File: src/rtl/ps2_kbd_tx.sv
// Device-side PS/2 keyboard transmitter: 8-entry scan-code FIFO feeding an
// 11-bit frame serialiser that drives both ps2_clk and ps2_data.
module ps2_kbd_tx #(
  parameter int CLK_DIV = 2000,
  parameter int GAP_CYC = 4000
) (
  input  logic       clk,
  input  logic       clr,
  input  logic       wr_en,
  input  logic [7:0] wr_data,
  input  logic       inhibit,
  output logic       full,
  output logic       busy,
  output logic       overflow,
  output logic [7:0] frames_sent,
  output logic       ps2_clk,
  output logic       ps2_data
);

  localparam int PH_MAX = (CLK_DIV > GAP_CYC) ? CLK_DIV : GAP_CYC;
  localparam int PH_W   = $clog2(PH_MAX);
  localparam logic [PH_W-1:0] DIV_LAST = PH_W'(CLK_DIV - 1);
  localparam logic [PH_W-1:0] GAP_LAST = PH_W'(GAP_CYC - 1);

  typedef enum logic [1:0] {S_IDLE, S_HI, S_LO, S_GAP} state_t;

  logic [7:0]      mem_q [8];
  logic [2:0]      wr_ptr_q, rd_ptr_q;
  logic [3:0]      count_q, count_d;
  state_t          state_q, state_d;
  logic [10:0]     sr_q;
  logic [3:0]      bit_q;
  logic [PH_W-1:0] ph_q;
  logic            full_q, busy_q, ovf_q, clk_q, data_q;
  logic [7:0]      frames_q;

  logic            wr_ok, pop, ph_end_div, ph_end_gap;
  logic [7:0]      head;
  logic [10:0]     frame;

  assign wr_ok      = wr_en & ~full_q;
  assign pop        = (state_q == S_IDLE) & (count_q != 4'd0) & ~inhibit;
  assign count_d    = count_q + {3'b000, wr_ok} - {3'b000, pop};
  assign ph_end_div = (ph_q == DIV_LAST);
  assign ph_end_gap = (ph_q == GAP_LAST);
  assign head       = mem_q[rd_ptr_q];
  // Bit 0 goes out first: start 0, data LSB first, odd parity, stop 1.
  assign frame      = {1'b1, ~^head, head, 1'b0};

  always_comb begin
    state_d = state_q;
    case (state_q)
      S_IDLE:  if (pop) state_d = S_HI;
      S_HI:    if (ph_end_div) state_d = S_LO;
      S_LO:    if (ph_end_div) state_d = (bit_q == 4'd10) ? S_GAP : S_HI;
      S_GAP:   if (ph_end_gap) state_d = S_IDLE;
      default: state_d = S_IDLE;
    endcase
  end

  always_ff @(posedge clk) begin
    if (wr_ok) mem_q[wr_ptr_q] <= wr_data;
  end

  always_ff @(posedge clk or posedge clr) begin
    if (clr) begin
      wr_ptr_q <= 3'd0;
      rd_ptr_q <= 3'd0;
      count_q  <= 4'd0;
      full_q   <= 1'b0;
      busy_q   <= 1'b0;
      ovf_q    <= 1'b0;
      frames_q <= 8'd0;
      state_q  <= S_IDLE;
      sr_q     <= 11'h7FF;
      bit_q    <= 4'd0;
      ph_q     <= '0;
      clk_q    <= 1'b1;
      data_q   <= 1'b1;
    end else begin
      if (wr_ok) wr_ptr_q <= wr_ptr_q + 3'd1;
      if (pop)   rd_ptr_q <= rd_ptr_q + 3'd1;
      count_q <= count_d;
      full_q  <= (count_d == 4'd8);
      busy_q  <= (state_d != S_IDLE) || (count_d != 4'd0);
      // A rejected write is flagged even when a pop frees a slot this cycle.
      if (wr_en && full_q) ovf_q <= 1'b1;
      state_q <= state_d;

      case (state_q)
        S_IDLE: begin
          clk_q  <= 1'b1;
          data_q <= 1'b1;
          if (pop) begin
            sr_q  <= frame;
            bit_q <= 4'd0;
            ph_q  <= '0;
          end
        end
        S_HI: begin
          data_q <= sr_q[0];
          clk_q  <= ~ph_end_div;
          ph_q   <= ph_end_div ? '0 : ph_q + PH_W'(1);
        end
        S_LO: begin
          clk_q <= 1'b0;
          if (ph_end_div) begin
            ph_q  <= '0;
            clk_q <= 1'b1;
            if (bit_q == 4'd10) begin
              data_q   <= 1'b1;
              frames_q <= frames_q + 8'd1;
            end else begin
              // Data moves only together with the rising clock edge.
              bit_q  <= bit_q + 4'd1;
              sr_q   <= {1'b1, sr_q[10:1]};
              data_q <= sr_q[1];
            end
          end else begin
            ph_q <= ph_q + PH_W'(1);
          end
        end
        S_GAP: begin
          clk_q  <= 1'b1;
          data_q <= 1'b1;
          ph_q   <= ph_end_gap ? '0 : ph_q + PH_W'(1);
        end
        default: begin
          clk_q  <= 1'b1;
          data_q <= 1'b1;
        end
      endcase
    end
  end

  assign full        = full_q;
  assign busy        = busy_q;
  assign overflow    = ovf_q;
  assign frames_sent = frames_q;
  assign ps2_clk     = clk_q;
  assign ps2_data    = data_q;

endmodule

File: config.mk
export PLATFORM = sky130hd
export DESIGN_NAME = ps2_kbd_tx
export DESIGN_NICKNAME = d
export VERILOG_FILES = /design/src/rtl/ps2_kbd_tx.sv
export SDC_FILE = /design/constraint.sdc
export NUM_CORES = 1
export LEC_CHECK = 0
export ABC_AREA = 1
export CORE_MARGIN = 2
export CORE_UTILIZATION = 40
export DETAILED_ROUTE_END_ITERATION = 6
export HOLD_SLACK_MARGIN = 0.12
export PLACE_DENSITY = 0.55
export SLEW_MARGIN = 20
export SYNTH_ARGS = -nofsm -noshare
export SYNTH_HDL_FRONTEND = slang
export SYNTH_SLANG_ARGS = --single-unit
File: constraint.sdc
create_clock -name clk -period 3.6 [get_ports clk]
set_input_delay 0.36 -clock clk [delete_from_list [all_inputs] [get_ports clk]]
set_output_delay 0.36 -clock clk [all_outputs]
set_load 0.05 [all_outputs]
==> impl_metrics.tcl, run 1 <==
set metrics [dict create \
    fmax_mhz 348 \
    yosysSeqAreaShare_pct 54.8 \
    insertion_delay_ns 0.42 \
    peakVddDrop_mv 0.630 \
    ys_top_cells_by_area "edfxtp_1 (33%), dfrtp_1 (17%), nand2_1 (14%), inv_1 (5.8%), dfstp_2 (5.4%)" \
    slew_headroom_pct 42.6 \
    fp.dieW_um 125 \
    clk_pin_slew_ns 0.06 \
    fin_skew_ns 0.00595 \
    layout_common_cells "nand2_1 (212), inv_1 (90), edfxtp_1 (64), nand3_1 (51), dfrtp_1 (39)" \
    p_per_area_mw_per_mm2 545 \
    avgSynthCellArea_um2 9.14 \
    worstSetupStartpointType "flop" \
    grt_pass1_vias 4053 \
    post-cts-setup-buffer-count 0 \
    firstDrtPassIters 4 \
    clockBufferDepth 2 \
    fin_setup_tns_ns 0 \
    use_met1_pct 19.9 \
    fin_crit_sh_pct 79.9 \
    ys_ff_latch 115 \
    worstSetupEndpoint "busy" \
    layout-drive-gt1-share_pct 12.3 \
    die-area_mm2 0.0156 \
    layout_commonest_cell "nand2_1" \
    cts-resized-gates 0 \
    busiest_layer "met2" \
    syn2layout_area_growth_pct 15.8 \
    cts_made_buffers 17 \
    async_flop_share_pct 44.3 \
    die_h_um 125 \
    ant_nets 0 \
    critical_path_arrival_ns 3.18 \
    hp-class "input port to async pin" \
    report.final.slew_viol_count 0 \
    globalRouteMet2Util_pct 26.9 \
    crit_start "state_q[0]" \
    grt_pass1_wl_um 19700 \
    p_leak_nw 3.05 \
    ys_types 47 \
    wl_per_cell_um 13.5 \
    final_area_mm2 0.00678 \
    antennaDiodeCount 0 \
    clock_sinks 115 \
    critPathRequiredTime_ns 3.90 \
    drc 0 \
    setup_viol 0 \
    synth.cell_area_mm2 0.00586 \
    overflow 0 \
    cts-root-buf "clkbuf_16" \
    final_hold_viol_count 0 \
    fin_crit_ns 2.88 \
    yosys.area.top_type "edfxtp_1" \
    grt_usage_pct 16.0 \
    cts_tree "done" \
    hpwl_um 8260 \
    synth.top_cell.area_share_pct 32.8 \
    path_class "flop to flop" \
    rrSetupSlack_ns 0.72 \
    synthCells 641 \
    portBuffers 24 \
    regToRegStartpoint "state_q[0]" \
    rr_worst_depth 14 \
    drt_iter0_markers 257 \
    grt.met3_usage_pct 3.25 \
    initial_core_util_pct 40.6 \
    synth_fp_nets 670 \
    maxCapViolCount 0 \
    final_nets 698 \
    placed_area_mm2 0.00621 \
    num_vias 4165 \
    htree_levels 4 \
    viasPerCell 4.81 \
    rsz0062_at_grt "no" \
    drt_wl_total_um 11700 \
    worstPathMaxFanout 6 \
    grt_max_degree 35 \
    synth_edf_count 64 \
    crit_path_end_kind "flop" \
    antenna_found_initial 0 \
    synthFlopType "edfxtp_1" \
    coreArea_mm2 0.0144 \
    rr_endpoint "busy" \
    status "completed" \
    worst_slew_pin_slew_ns 0.857 \
    ys_warn_count 0 \
    rows 44 \
    place.gp.congestion 0.823 \
    holdBufCountCts 0 \
    io_pins 25 \
]
registers in the layout (all words and copies together) (netlist names):
name,flops
count_q,4
wr_ptr_q,3
ps2_clk,1
frames_sent,8
ph_q,12
sr_q,10
state_q,2
full,1
mem_q,64
rd_ptr_q,3
overflow,1
busy,1
ps2_data,1
bit_q,4
worst min path at each step:
stage	start	end	slack, ns	cells after the start
floorplan	sr_q[8]	sr_q[8]	0.45	2
global placement	overflow	overflow	0.44	1
detailed placement	overflow	overflow	0.45	1
CTS	clr	overflow	0.42	2
global route	clr	overflow	0.46	2
finish	clr	overflow	0.39	2
through the flow:
stage / std cells / hold slack (ns) / util [%] / worst slack (ns) / total power, mW
global route: 866 / 0.457 / 47.0 / 0.490 / 3.89
finish: 866 / 0.387 / 47.0 / 0.723 / 3.70
floorplan: 641 / 0.451 / - / 0.980 / 1.99
global placement: 834 / 0.440 / 43.1 / 0.786 / 2.12
detailed placement: 834 / 0.448 / 43.1 / 0.696 / 2.13
CTS: 866 / 0.420 / 47.0 / 0.697 / 3.75
final cells by class:
type | instances | area, um^2
clock buffer | 18 | 429
clock inverter | 14 | 140
fill | 1374 | 7640
inverter | 98 | 368
multi-input combinational | 411 | 2150
sequential | 115 | 3210
tap | 184 | 230
timing repair buffer | 26 | 255
synthesized netlist by cell type, types with 2 or more instances:
| master | instances |
|---|---|
| nand3_1 | 51 |
| buf_2 | 6 |
| nor3_2 | 2 |
| dfrtp_1 | 39 |
| nor4_1 | 2 |
| or2_2 | 2 |
| nor3_4 | 2 |
| nand2_1 | 212 |
| nand4_1 | 5 |
| o21ai_1 | 7 |
| a21oi_1 | 5 |
| inv_2 | 7 |
| nor2_2 | 2 |
| o22ai_1 | 3 |
| ha_1 | 16 |
| edfxtp_1 | 64 |
| nor3_1 | 4 |
| dfstp_2 | 12 |
| xnor2_1 | 6 |
| buf_6 | 3 |
| nand2_2 | 3 |
| inv_1 | 91 |
| o21ai_2 | 15 |
| buf_4 | 5 |
| o21ai_0 | 17 |
| nor2_1 | 30 |
| xor2_1 | 10 |
metal layers:
| metal | wire (um) | part of all wire, % |
|---|---|---|
| met1 | 5430 | 46 |
| met2 | 5720 | 49 |
| met3 | 385 | 3.3 |
| met4 | 200 | 1.7 |
| met5 | 0 | 0 |
power breakdown:
part / switching (mW) / internal [mW]
logic: 0.333 / 0.168
registers: 0.0583 / 1.54
clock network: 0.588 / 1.01
critical path: stages, from the launching register on:
cell	delay (ns)
dfrtp_1	0.41
inv_1	0.12
ha_1	0.28
inv_2	0.09
nor3_4	0.34
ha_1	0.30
inv_1	0.05
ha_1	0.15
inv_1	0.06
fa_1	0.48
inv_1	0.06
nor3_1	0.18
nand2_1	0.08
nor2_1	0.10
nand2_1	0.06
kinds of logic after synthesis:
| group | count (synthesis) | synth area share (%) |
|---|---|---|
| xor+xnor | 16 | 2.39 |
| buf+inv | 115 | 8.48 |
| simple gates | 321 | 23.8 |
| compound gates | 57 | 6.69 |
| flops | 115 | 54.8 |
| fa+ha+maj | 17 | 3.76 |
Note: power is estimated with default switching activity, not from simulation.
==> inputs of run 2 (changes only) <==
PLACE_DENSITY = 0.58   (was 0.55)
clock period = 2.6 ns   (was 3.6 ns; I/O delays follow)
==> run 2 against run 1 <==
- wire length is 1.8% higher
- sequential share of layout area is 1.5 points lower
- flip-flop and latch count stayed put
- setup slack worse by 0.66 ns
- power is 47% higher
- critical path depth is 1 higher
- critical path type unchanged
- critical endpoint unchanged
- largest power group is now clock
- highest routed layer unchanged
==> impl_metrics.tcl, run 2 (synthesized netlist as in run 1, its figures left out) <==
set metrics [dict create \
    maxCapViolCount 0 \
    p_int_mw 4.03 \
    die-area_mm2 0.0156 \
    worstPathMaxFanout 3 \
    regToRegStartpoint "count_q[2]" \
    grt_pass1_wl_um 20100 \
    hp-start "overflow" \
    largestRegisters "mem_q x64, ph_q x12, sr_q x10" \
    post-place-ws_ns 0.00596 \
    dp_cells 851 \
    critical_path_arrival_ns 2.84 \
    rsz0062_at_grt "yes" \
    hp-class "flop to flop" \
    fp.dieW_um 125 \
    final_area_mm2 0.00700 \
    clk_pin_slew_ns 0.05 \
    p_clk_share_pct 43.6 \
    viasPerCell 4.88 \
    power_switching_mw 1.40 \
    coreArea_mm2 0.0144 \
    io_pins 25 \
    cts-root-buf "clkbuf_16" \
    grt_pass1_vias 4153 \
    worst_slew_pin_slew_ns 0.552 \
    initial_core_util_pct 40.6 \
    clock_sinks 115 \
    swShare_pct 25.7 \
    crit_start "count_q[2]" \
    die_h_um 125 \
    grt_max_degree 42 \
    ant_nets 0 \
    final_hold_viol_count 0 \
    htree_levels 4 \
    crit_top_cell "inv_2" \
    pwr-share-seq_pct 40.9 \
    num_vias 4320 \
    status "completed" \
    top_register "mem_q" \
    portBuffers 24 \
    fin_crit_ns 2.53 \
    fin_skew_ns 0.00861 \
    layout_commonest_cell "nand2_1" \
    overflow 0 \
    crit_slowest_cell "fa_1" \
    n_fill_cell 1320 \
    wl_per_cell_um 13.5 \
    drt_iter0_markers 249 \
    worstSetupStartpointType "flop" \
    drc 0 \
    fin_crit_sh_pct 97.4 \
    layout-drive-gt1-share_pct 16.0 \
    place.gp.congestion 0.769 \
    firstDrtPassIters 4 \
    report.final.slew_viol_count 0 \
    critPathRequiredTime_ns 2.90 \
    layout_common_cells "nand2_1 (212), inv_1 (84), edfxtp_1 (64), nand3_1 (51), dfrtp_1 (39)" \
    rows 44 \
    path_class "flop to flop" \
    drt_wl_total_um 11900 \
    p_leak_nw 3.18 \
    placed_area_mm2 0.00636 \
    final_nets 718 \
    syn2layout_area_growth_pct 19.5 \
    setup_viol 0 \
    insertion_delay_ns 0.41 \
    worst_slack_ns 0.0664 \
    grt_usage_pct 16.1 \
    clockBufferDepth 2 \
    cts_made_buffers 17 \
    antennaDiodeCount 0 \
    cts_tree "done" \
    antenna_found_initial 0 \
    whs_ns 0.461 \
    slew_headroom_pct 63.1 \
    comb_power_share_pct 15.5 \
    largest_reg_flops 64 \
    max_stage_delay_ns 0.52 \
    fmax_mhz 395 \
    crit_path_end_kind "flop" \
    peakVddDrop_mv 0.421 \
    hpwl_um 8090 \
    crit_chain "inv_2 -> ha_4 -> inv_2 -> nor3_4 -> nor3_4 -> ha_1 -> inv_1 -> ha_2 -> inv_2 -> fa_1 -> inv_2 -> nor3_2 -> nand2_1 -> nor2_2 -> nand2_1" \
    p_per_area_mw_per_mm2 775 \
    final_cells 886 \
]
## run 2: layout make-up
cell class / instances / area [um^2] / share of cell area [%]
Timing Repair Buffer: 46 / 420 / 6.00
Multi-Input combinational cell: 411 / 2170 / 31.0
Clock buffer: 19 / 433 / 6.18
Inverter: 98 / 368 / 5.25
Tap cell: 184 / 230 / 3.29
Clock inverter: 13 / 165 / 2.36
Sequential cell: 115 / 3210 / 45.9
## run 2: path summary, 6_finish.rpt
check | cells after the start | slack (ns) | to
max | 15 | 0.07 | busy
min | 1 | 0.46 | overflow
max reg2reg | 15 | 0.07 | busy
min reg2reg | 1 | 0.46 | overflow
max in group asynchronous | 4 | 1.37 | sr_q[9]
min in group asynchronous | 3 | 0.65 | count_q[0]
## run 2: metal layers
layer | part of all wire [%] | global-route usage, % | wire (um) | vias to the layer above
met1 | 46 | 19.7 | 5480 | 2060
met5 | 0 | 0 | 0 | -
met4 | 1.7 | 7.71 | 201 | 0
li1 | - | - | - | 2161
met3 | 3.6 | 3.85 | 431 | 20
met2 | 49 | 27.0 | 5830 | 79
## run 2: per-stage QoR
stage	TNS, ns	utilization (%)	total power [mW]
final	0	48.6	5.43
after global routing	-0.110	48.6	5.68
after CTS	0	48.3	5.40
after detailed placement	0	44.1	3.01
after global placement	0	44.1	2.97
after floorplan	0	-	2.76
## run 2: power by group through the flow
stage	sequential, mW	clock [mW]	combinational (mW)
floorplan	2.26	0	0.497
detailed placement	2.25	0	0.764
CTS	2.22	2.41	0.772
finish	2.22	2.37	0.841
global placement	2.24	0	0.726
global route	2.24	2.49	0.947
## run 2: timing repair
item | CTS | global route
resized for setup | 0 | 11
hold buffers | 1 | 0
setup buffers | 0 | 2
endpoints found under the hold margin | 10 | 0
setup endpoints to repair | 0 | 2
## run 2: worst max-delay path, delay by kind of cell (launching register included)
kind                       cells  cell delay (ns)
adders and majority gates      4             1.11
buffers and inverters          5             0.27
DFF                            1             0.37
and+or+nand+nor                6             0.68
